[src/rtl/byte_pkg.sv]
// Shared definitions for the byte unit.
// Holds the byte-op enumeration, the legal LATENCY bounds, the 11-bit
// opcode encodings, and the decoder that maps an opcode to a byte op.
package byte_pkg;

  typedef enum logic [2:0] {
    OP_NONE,
    OP_CNTB,
    OP_GBB,
    OP_GB,
    OP_AVGB,
    OP_ABSDB,
    OP_SUMB
  } byte_op_e;

  localparam int unsigned LATENCY_MIN = 1;
  localparam int unsigned LATENCY_MAX = 8;

  localparam logic [10:0] OPC_CNTB  = 11'b01010110100;
  localparam logic [10:0] OPC_GBB   = 11'b00110110010;
  localparam logic [10:0] OPC_GB    = 11'b00110110000;
  localparam logic [10:0] OPC_AVGB  = 11'b00011010011;
  localparam logic [10:0] OPC_ABSDB = 11'b00001010011;
  localparam logic [10:0] OPC_SUMB  = 11'b01001010011;

  function automatic byte_op_e decode_op(input logic [10:0] opc);
    case (opc)
      OPC_CNTB:  return OP_CNTB;
      OPC_GBB:   return OP_GBB;
      OPC_GB:    return OP_GB;
      OPC_AVGB:  return OP_AVGB;
      OPC_ABSDB: return OP_ABSDB;
      OPC_SUMB:  return OP_SUMB;
      default:   return OP_NONE;
    endcase
  endfunction

endpackage

[src/rtl/byte_unit_pipe_lane.sv]
// Per-byte datapath for the byte unit.
// Ports: ra_b, rb_b - operand bytes; cnt - popcount of ra_b;
//        avg - rounded average (ra_b + rb_b + 1) >> 1; absd - |rb_b - ra_b|.
module byte_lane (
  input  logic [7:0] ra_b,
  input  logic [7:0] rb_b,
  output logic [7:0] cnt,
  output logic [7:0] avg,
  output logic [7:0] absd
);

  logic [8:0] sum9;

  always_comb begin
    cnt = '0;
    for (int unsigned i = 0; i < 8; i++) begin
      cnt = cnt + {7'd0, ra_b[i]};
    end
  end

  // 9-bit sum keeps the carry so 0xFF + 0xFF + 1 rounds to 0xFF.
  assign sum9 = {1'b0, ra_b} + {1'b0, rb_b} + 9'd1;
  assign avg  = sum9[8:1];
  assign absd = (rb_b >= ra_b) ? (rb_b - ra_b) : (ra_b - rb_b);

endmodule

[src/rtl/byte_unit_pipe.sv]
// Byte unit pipeline: CNTB, GBB, GB, AVGB, ABSDB, SUMB.
// Ports: clk, reset (async, active-high), unit_reset (sync flush),
//        byte_unit_sel (issue strobe), op_11_even (opcode valid),
//        inst_even[0:31] (opcode [0:10], RT [25:31]), ra/rb operands [0:127],
//        stall (freeze); byte_output, byte_out_availible, byte_addr_rt and
//        illegal_op emerge LATENCY unstalled cycles after acceptance.
// Results are computed into stage 0; later stages only shift.
module byte_unit_pipe
  import byte_pkg::*;
#(
  parameter int unsigned LATENCY = 2,
  parameter int unsigned ADDR_W  = 7
) (
  input  logic              clk,
  input  logic              reset,
  input  logic              unit_reset,
  input  logic              byte_unit_sel,
  input  logic              op_11_even,
  input  logic [0:31]       inst_even,
  input  logic [0:127]      ra_data_even,
  input  logic [0:127]      rb_data_even,
  input  logic              stall,
  output logic [0:127]      byte_output,
  output logic              byte_out_availible,
  output logic [ADDR_W-1:0] byte_addr_rt,
  output logic              illegal_op
);

  if (LATENCY < LATENCY_MIN || LATENCY > LATENCY_MAX) begin : g_bad_latency
    $error("byte_unit_pipe: LATENCY out of range");
  end

  logic                            issue;
  byte_op_e                        op;
  logic [0:127]                    ra_g;
  logic [0:127]                    rb_g;
  logic [0:127]                    res;
  logic [15:0]                     sum_a;
  logic [15:0]                     sum_b;
  logic [7:0]                      cnt_b  [16];
  logic [7:0]                      avg_b  [16];
  logic [7:0]                      absd_b [16];
  logic                            unused_inst_bits;

  logic [LATENCY-1:0]              valid_q, valid_d;
  logic [LATENCY-1:0]              ill_q,   ill_d;
  logic [LATENCY-1:0][0:127]       data_q,  data_d;
  logic [LATENCY-1:0][ADDR_W-1:0]  addr_q,  addr_d;

  assign issue            = byte_unit_sel & ~stall;
  assign op               = op_11_even ? decode_op(inst_even[0:10]) : OP_NONE;
  assign ra_g             = issue ? ra_data_even : '0;
  assign rb_g             = issue ? rb_data_even : '0;
  assign unused_inst_bits = ^inst_even;

  for (genvar i = 0; i < 16; i++) begin : g_lane
    byte_lane u_lane (
      .ra_b (ra_g[8*i +: 8]),
      .rb_b (rb_g[8*i +: 8]),
      .cnt  (cnt_b[i]),
      .avg  (avg_b[i]),
      .absd (absd_b[i])
    );
  end

  always_comb begin
    res   = '0;
    sum_a = '0;
    sum_b = '0;
    case (op)
      OP_CNTB:  for (int unsigned i = 0; i < 16; i++) res[8*i +: 8] = cnt_b[i];
      OP_AVGB:  for (int unsigned i = 0; i < 16; i++) res[8*i +: 8] = avg_b[i];
      OP_ABSDB: for (int unsigned i = 0; i < 16; i++) res[8*i +: 8] = absd_b[i];
      // Bit 7 of a big-endian byte is its LSB.
      OP_GBB:   for (int unsigned i = 0; i < 16; i++) res[16+i] = ra_g[8*i+7];
      OP_GB:    for (int unsigned w = 0; w < 4; w++)  res[28+w] = ra_g[32*w+31];
      OP_SUMB: begin
        for (int unsigned w = 0; w < 4; w++) begin
          sum_a = '0;
          sum_b = '0;
          for (int unsigned b = 0; b < 4; b++) begin
            sum_a = sum_a + {8'd0, ra_g[32*w+8*b +: 8]};
            sum_b = sum_b + {8'd0, rb_g[32*w+8*b +: 8]};
          end
          res[32*w    +: 16] = sum_b;
          res[32*w+16 +: 16] = sum_a;
        end
      end
      default: res = '0;
    endcase
  end

  // unit_reset overrides stall; stall holds every stage.
  always_comb begin
    valid_d = valid_q;
    ill_d   = ill_q;
    data_d  = data_q;
    addr_d  = addr_q;
    if (unit_reset) begin
      valid_d = '0;
      ill_d   = '0;
      data_d  = '0;
      addr_d  = '0;
    end else if (!stall) begin
      valid_d[0] = issue & (op != OP_NONE);
      ill_d[0]   = issue & (op == OP_NONE);
      data_d[0]  = (issue && op != OP_NONE) ? res : '0;
      addr_d[0]  = (issue && op != OP_NONE) ? inst_even[32-ADDR_W +: ADDR_W] : '0;
      for (int unsigned s = 1; s < LATENCY; s++) begin
        valid_d[s] = valid_q[s-1];
        ill_d[s]   = ill_q[s-1];
        data_d[s]  = data_q[s-1];
        addr_d[s]  = addr_q[s-1];
      end
    end
  end

  always_ff @(posedge clk or posedge reset) begin
    if (reset) begin
      valid_q <= '0;
      ill_q   <= '0;
      data_q  <= '0;
      addr_q  <= '0;
    end else begin
      valid_q <= valid_d;
      ill_q   <= ill_d;
      data_q  <= data_d;
      addr_q  <= addr_d;
    end
  end

  assign byte_output        = data_q[LATENCY-1];
  assign byte_out_availible = valid_q[LATENCY-1];
  assign byte_addr_rt       = addr_q[LATENCY-1];
  assign illegal_op         = ill_q[LATENCY-1];

endmodule
[config.mk]
export PLATFORM = sky130hd
export DESIGN_NAME = byte_unit_pipe
export DESIGN_NICKNAME = d
export VERILOG_FILES = /design/src/rtl/byte_pkg.sv /design/src/rtl/byte_unit_pipe_lane.sv /design/src/rtl/byte_unit_pipe.sv
export SDC_FILE = /design/constraint.sdc
export NUM_CORES = 2
export LEC_CHECK = 0
export CORE_UTILIZATION = 50
export CTS_CLUSTER_SIZE = 16
export DETAILED_ROUTE_END_ITERATION = 10
export PLACE_DENSITY = 0.72
export RECOVER_POWER = 100
export SYNTH_ARGS = -nofsm -noshare
export SYNTH_HDL_FRONTEND = slang
export SYNTH_SLANG_ARGS = --single-unit
[constraint.sdc]
create_clock -name clk -period 18.9 [get_ports clk]
set_input_delay 2.835 -clock clk [delete_from_list [all_inputs] [get_ports clk]]
set_output_delay 2.835 -clock clk [all_outputs]
set_load 0.1 [all_outputs]
# Word-level counts from Yosys, hierarchy flattened
# Index checks and enable logic that the tools add are counted.
# op_classes
addsub	200
magnitude_cmp	16
n_eq_ne	13
muxes	34
bitwise_logic	4
reduce_logical	3
# op_table
operator	count
$add A8 B1 Y8	96
$mux W256	2
$mux W128	3
$pmux W96 S4	1
$sub A8 B8 Y8	32
$add A8 B8 Y9	24
$add A9 B1 Y9 const B	16
$ge A8 B8 Y1	16
$mux W8	16
$add A10 B8 Y11	8
$add A9 B8 Y10	8
$pmux W16 S4	1
$pmux W12 S5	1
$add A1 B1 Y2	16
$mux W14	2
$pmux W4 S6	1
$eq A11 B10 Y1 const B	2
$eq A11 B9 Y1 const B	2
$pmux W3 S6	1
$eq A11 B7 Y1 const B	1
$eq A11 B8 Y1 const B	1
$eq A3 B3 Y1 const B	3
$mux W2	4
$mux W7	1
9 further kinds	12
# totals
register_bits	274
inputBits	294
output_inout_bits	137
word_cells	276

# Logic depth before layout (Yosys ltp)
# logic_depth
ltp_word	14
mapped_depth	23
mapped_depth_nobuf	18

# Modules after synthesis
# A second synthesis with hierarchy kept.
# hier_totals
hier_cells	4911
hier_area_um2	41906.4
# by_module_without_submodules
module	n_inst	cells_each	area_each_um2	seq_area_each_um2
byte_unit_pipe	1	2507	22785.6	6856.6
byte_lane (g_lane[0].u_lane ...)	10	154	1219.9	0.0
byte_lane (g_lane[1].u_lane ...)	4	141	1128.6	0.0
byte_lane (g_lane[15].u_lane)	1	153	1229.9	0.0
byte_lane (g_lane[4].u_lane)	1	147	1177.4	0.0

# Least setup slack after synthesis
# Ideal clock, no wire load.
# synth_path
path_type	input-to-reg
from	input stall
to	register data_q[122] in the netlist's numbering
setup_ns	0.130
arrival_time_ns	7.100
required_time_ns	18.770
setup_slack_ns	11.671
path_stages	17
n_path_buf	5
path_cell_list	clkbuf_1 nor2b_1 clkbuf_1 clkbuf_1 clkbuf_1 clkbuf_1 nand2_1 inv_1 ha_1 inv_1 fa_1 fa_1 fa_1 fa_1 xnor2_1 a222oi_1 o21ai_1
# synth_via
elab_chain_cells	14
word_cells_on_any_way	26
classes_between	add/sub (14); order compare (1); eq/ne (1); mux (7); bitwise (2); reduce/logical (1)
# synth_lines
element	line	rtl
from (decl)	byte_unit_pipe.sv:22	input logic stall,
$not A1 Y1	byte_unit_pipe.sv:50	assign issue = byte_unit_sel & ~stall;
$and A1 B1 Y1	byte_unit_pipe.sv:50	
$mux W128	byte_unit_pipe.sv:52	assign ra_g = issue ? ra_data_even : '0;
$add A1 B1 Y2	byte_unit_pipe_lane.sv:17	cnt = cnt + {7'd0, ra_b[i]};
$add A8 B1 Y8 (6 in a row)	byte_unit_pipe_lane.sv:17	
$pmux W16 S4	byte_unit_pipe.sv:70	case (op)
$mux W128	byte_unit_pipe.sv:107	data_d[0] = (issue && op != OP_NONE) ? res : '0;
$mux W256	byte_unit_pipe.sv:104	end else if (!stall) begin
$mux W256	byte_unit_pipe.sv:99	if (unit_reset) begin
to (signal assigned)	byte_unit_pipe.sv:127	data_q <= data_d;
to (decl)	byte_unit_pipe.sv:47	logic [LATENCY-1:0][0:127] data_q, data_d;
# Several ways; a longest one is shown, not always the timed one. The select of a mux whose other input is x is not followed.
# A chain may end at the register's enable or synchronous reset.

==> impl_metrics.csv <==
group,metric,value,unit
timing,setup_total_negative_slack,0,ps
power,power_frac_comb,37.4,%
timing,finalHoldViolCount,0,
detailed_routing,drc,0,
clock_network,cts_inserted_buffers,37,
worst_setup_path,crit_path_start_kind,"input pin",
place,portBuffers,416,
detailed_routing,routed_wire_length_per_instance,23.1,um
clock_network,tritoncts_clock_tree,"built",
clock_network,clock_sink_count,274,
timing,grt_setup_unrepaired,"no",
die,floorplan.initialDensity,50.7,%
cells_and_area,syn_to_final_growth,13.2,%
global_route,grt_antenna_before_repair,3,
worst_setup_path,critical_path.max_fanout,94,
logic_synthesis,leading_register_cell_type_out_of_synthesis,"dfrtp_1",
cells_and_area,n_fill_cell,6903,
global_route,via_count_of_the_first_global_routing_pass,32500,
timing,setup_viol,0,
worst_setup_path,critPathMostFrequentCell,"clkbuf_1",
detailed_routing,final_antenna_net_count,0,
timing,report.final.slew_viol_count,571,
status,violations,"capacitance limit, slew limit",
detailed_routing,drt_pre_antenna_iters,6,
power,p_seq_share,27.5,%
logic_synthesis,sequential_to_total_area_share_from_yosys_stat,18.1,%
timing,worst_margin_slew,4940,ps
logic_synthesis,async_reset_ff_share,100,%
timing,fmax,87.8,MHz
die,ioPinCount,431,
clock_network,cts_max_level,2,
logic_synthesis,number_of_standard_cells_after_synthesis,4523,
status,status,"complete, but fails checks",
place,post-dp-hpwl,101,mm
cells_and_area,drive_above_1_share,3.40,%
logic_synthesis,netlist-cell-type-count,93,
die,core-area,74700,um^2
die,floorplan.die.height,277,um
timing,slew-limit-headroom,-231,%
logic_synthesis,synth_warnings,0,
power,cellPowerDensity,49.7,nW/um^2
global_route,grt_pass1_wl,198,mm
detailed_routing,drt_iter0_drc,2960,
power,power_switching,771,uW
worst_setup_path,slowest_stage,"clkinvlp_2",
detailed_routing,vias,32800,
worst_setup_path,setup.worst_path.class,"input pin to async pin",
logic_synthesis,post_synth.cell_area_avg,8.38,um^2
die,placement_rows,100,
timing,layout_min_cycle_time,11380,ps
worst_setup_path,cp_cell_sequence,"dlygate4sd3_1 > clkinvlp_2 > clkbuf_1 > clkbuf_1",
timing,hold-worst-slack,479,ps
power,share_of_total_power_in_the_clock_network,35.1,%
logic_synthesis,ys_ff_latch,274,
power,leakagePower,0.0219,uW
worst_setup_path,cp.arrival,11210,ps
logic_synthesis,post_synth_instance_area,37900,um^2
global_route,pin_count_of_the_biggest_net_entering_global_routing,95,
job,maxCapViolCount,11,
detailed_routing,postRouteWirelength,131,mm
power,ir_drop,0.0000554,V
timing,worst_clock_skew,11.4,ps
clock_network,clk_root_buffer_cell,"clkbuf_16",
clock_network,cts_hold_repair.buffers,0,
clock_network,cts.repair_timing.setup_buffer_count,0,
global_route,gr-total-overflow,0,
timing,finalCritPeriodShare,60.2,%
power,intPower,1360,uW
cells_and_area,layout.nets,5702,
clock_network,worstSkewPairLatency,570,ps
worst_setup_path,cp-end-kind,"async pin",
logic_synthesis,syn-num-nets,5543,
worst_setup_path,critPathMaxStageDelay,2730,ps
clock_network,clk_transition_reported_paths,50,ps
die,die_width,277,um
place,gp_congestion,0.997,
clock_network,cts_max_path_buffers,3,
global_route,grt_usage,33.7,%
power,power.share.switching,36.2,%
worst_setup_path,crit_required,18730,ps
detailed_routing,route.detailed.vias_per_inst,5.77,
logic_synthesis,synth_edf_count,0,
clock_network,post_cts.resized_instances,0,
die,design.die.area,76900,um^2
min_path,min_delay_worst_type,"flip-flop to flip-flop",
registers in the layout, summed over array words and instances, names as in the netlist:
name          cells
data_q          128
ill_q             2
addr_q            7
byte_output     128
valid_q           2
byte_addr_rt      7
layout by cell type (no fill, tap or decap), drive strengths merged, types with 35 or more instances in the layout:
| cell | n |
|---|---|
| clkdlybuf4s50 | 276 |
| a22oi | 66 |
| o211ai | 39 |
| clkbuf | 59 |
| fa | 235 |
| a21o | 51 |
| nor2 | 311 |
| and2 | 82 |
| nand2 | 333 |
| xnor2 | 183 |
| o21bai | 79 |
| mux2i | 214 |
| inv | 690 |
| a21oi | 297 |
| nor2b | 59 |
| ha | 491 |
| xor2 | 73 |
| o21ai | 287 |
| dfrtp | 274 |
| nand2b | 35 |
| dlygate4sd3 | 138 |
synth_stat cells, types with 80 or more instances:
| cell type | count | area share (%) |
|---|---|---|
| and2_1 | 80 | 1.3 |
| a21oi_1 | 296 | 3.9 |
| xnor2_1 | 183 | 4.2 |
| ha_1 | 491 | 16 |
| mux2i_1 | 214 | 5.7 |
| buf_4 | 140 | 2.8 |
| nand2_1 | 331 | 3.3 |
| dfrtp_1 | 274 | 18 |
| clkbuf_1 | 127 | 1.3 |
| nor2_1 | 303 | 3.0 |
| inv_1 | 689 | 6.8 |
| fa_1 | 235 | 12 |
| o21ai_0 | 245 | 3.2 |
critical path: cells and delay by family:
kind | cells | cell delay [ps]
buffers and inverters | 4 | 8220
per-layer routing:
layer | GRT usage [%] | vias up | share of wire [%]
met5 | 0 | - | 0.028
met2 | 54.2 | 1436 | 45
li1 | - | 15200 | -
met4 | 16.1 | 6 | 5.4
met3 | 5.27 | 307 | 7.8
met1 | 44.4 | 15900 | 41
final timing paths:
kind	from	endpoint	slack [ps]	cells past startpoint
worst max-delay path	reset	data_q[52]	7520	4
worst min-delay path	data_q[99]	data_q[99]	480	2
worst max register to register	data_q[3]	data_q[3]	17550	6
max in group clk	stall	data_q[35]	8860	10
min in group asynchronous	reset	data_q[93]	4260	2
worst min register to register	data_q[99]	data_q[99]	480	2
power groups by stage:
stage / combinational [uW] / sequential (uW) / clock [uW]
2_1_floorplan: 552 / 598 / 0
3_3_place_gp: 772 / 598 / 0
3_5_place_dp: 779 / 598 / 0
4_1_cts: 786 / 587 / 762
5_1_grt: 877 / 587 / 782
6_report: 797 / 587 / 749
cell families after synthesis:
kind of cell               after synthesis  synth area share [%]
buffers and inverters                 1016                  11.7
DFF                                    274                  18.1
AOI/OAI and AO/OA                     1046                  17.4
adders and majority gates              726                  28.6
muxes                                  229                  6.11
and+or+nand+nor                        976                  12.2
xor gates and xnor gates               256                  5.92
final cells by class:
type | instances | area [um^2] | area share (%)
clock buffers | 49 | 1060 | 2.48
multi-input cells | 3233 | 26600 | 62.1
well taps | 969 | 1210 | 2.82
repair buffers | 446 | 4350 | 10.1
diodes | 1 | 2.50 | 0.00583
clock inverters | 17 | 194 | 0.452
flip-flops and latches | 274 | 6860 | 16.0
inverters | 690 | 2590 | 6.04
metrics by stage:
step,cell area [um^2],util [%],power [uW],instances,setup WS [ps]
after global placement,41700,55.8,1370,5612,10420
final,42900,57.5,2130,5679,7520
after global routing,42900,57.5,2250,5678,5870
after CTS,43000,57.5,2130,5678,10880
after detailed placement,41700,55.8,1380,5612,10300
after floorplan,37900,-,1150,4523,8510
Power figures use the tool's default switching activity.
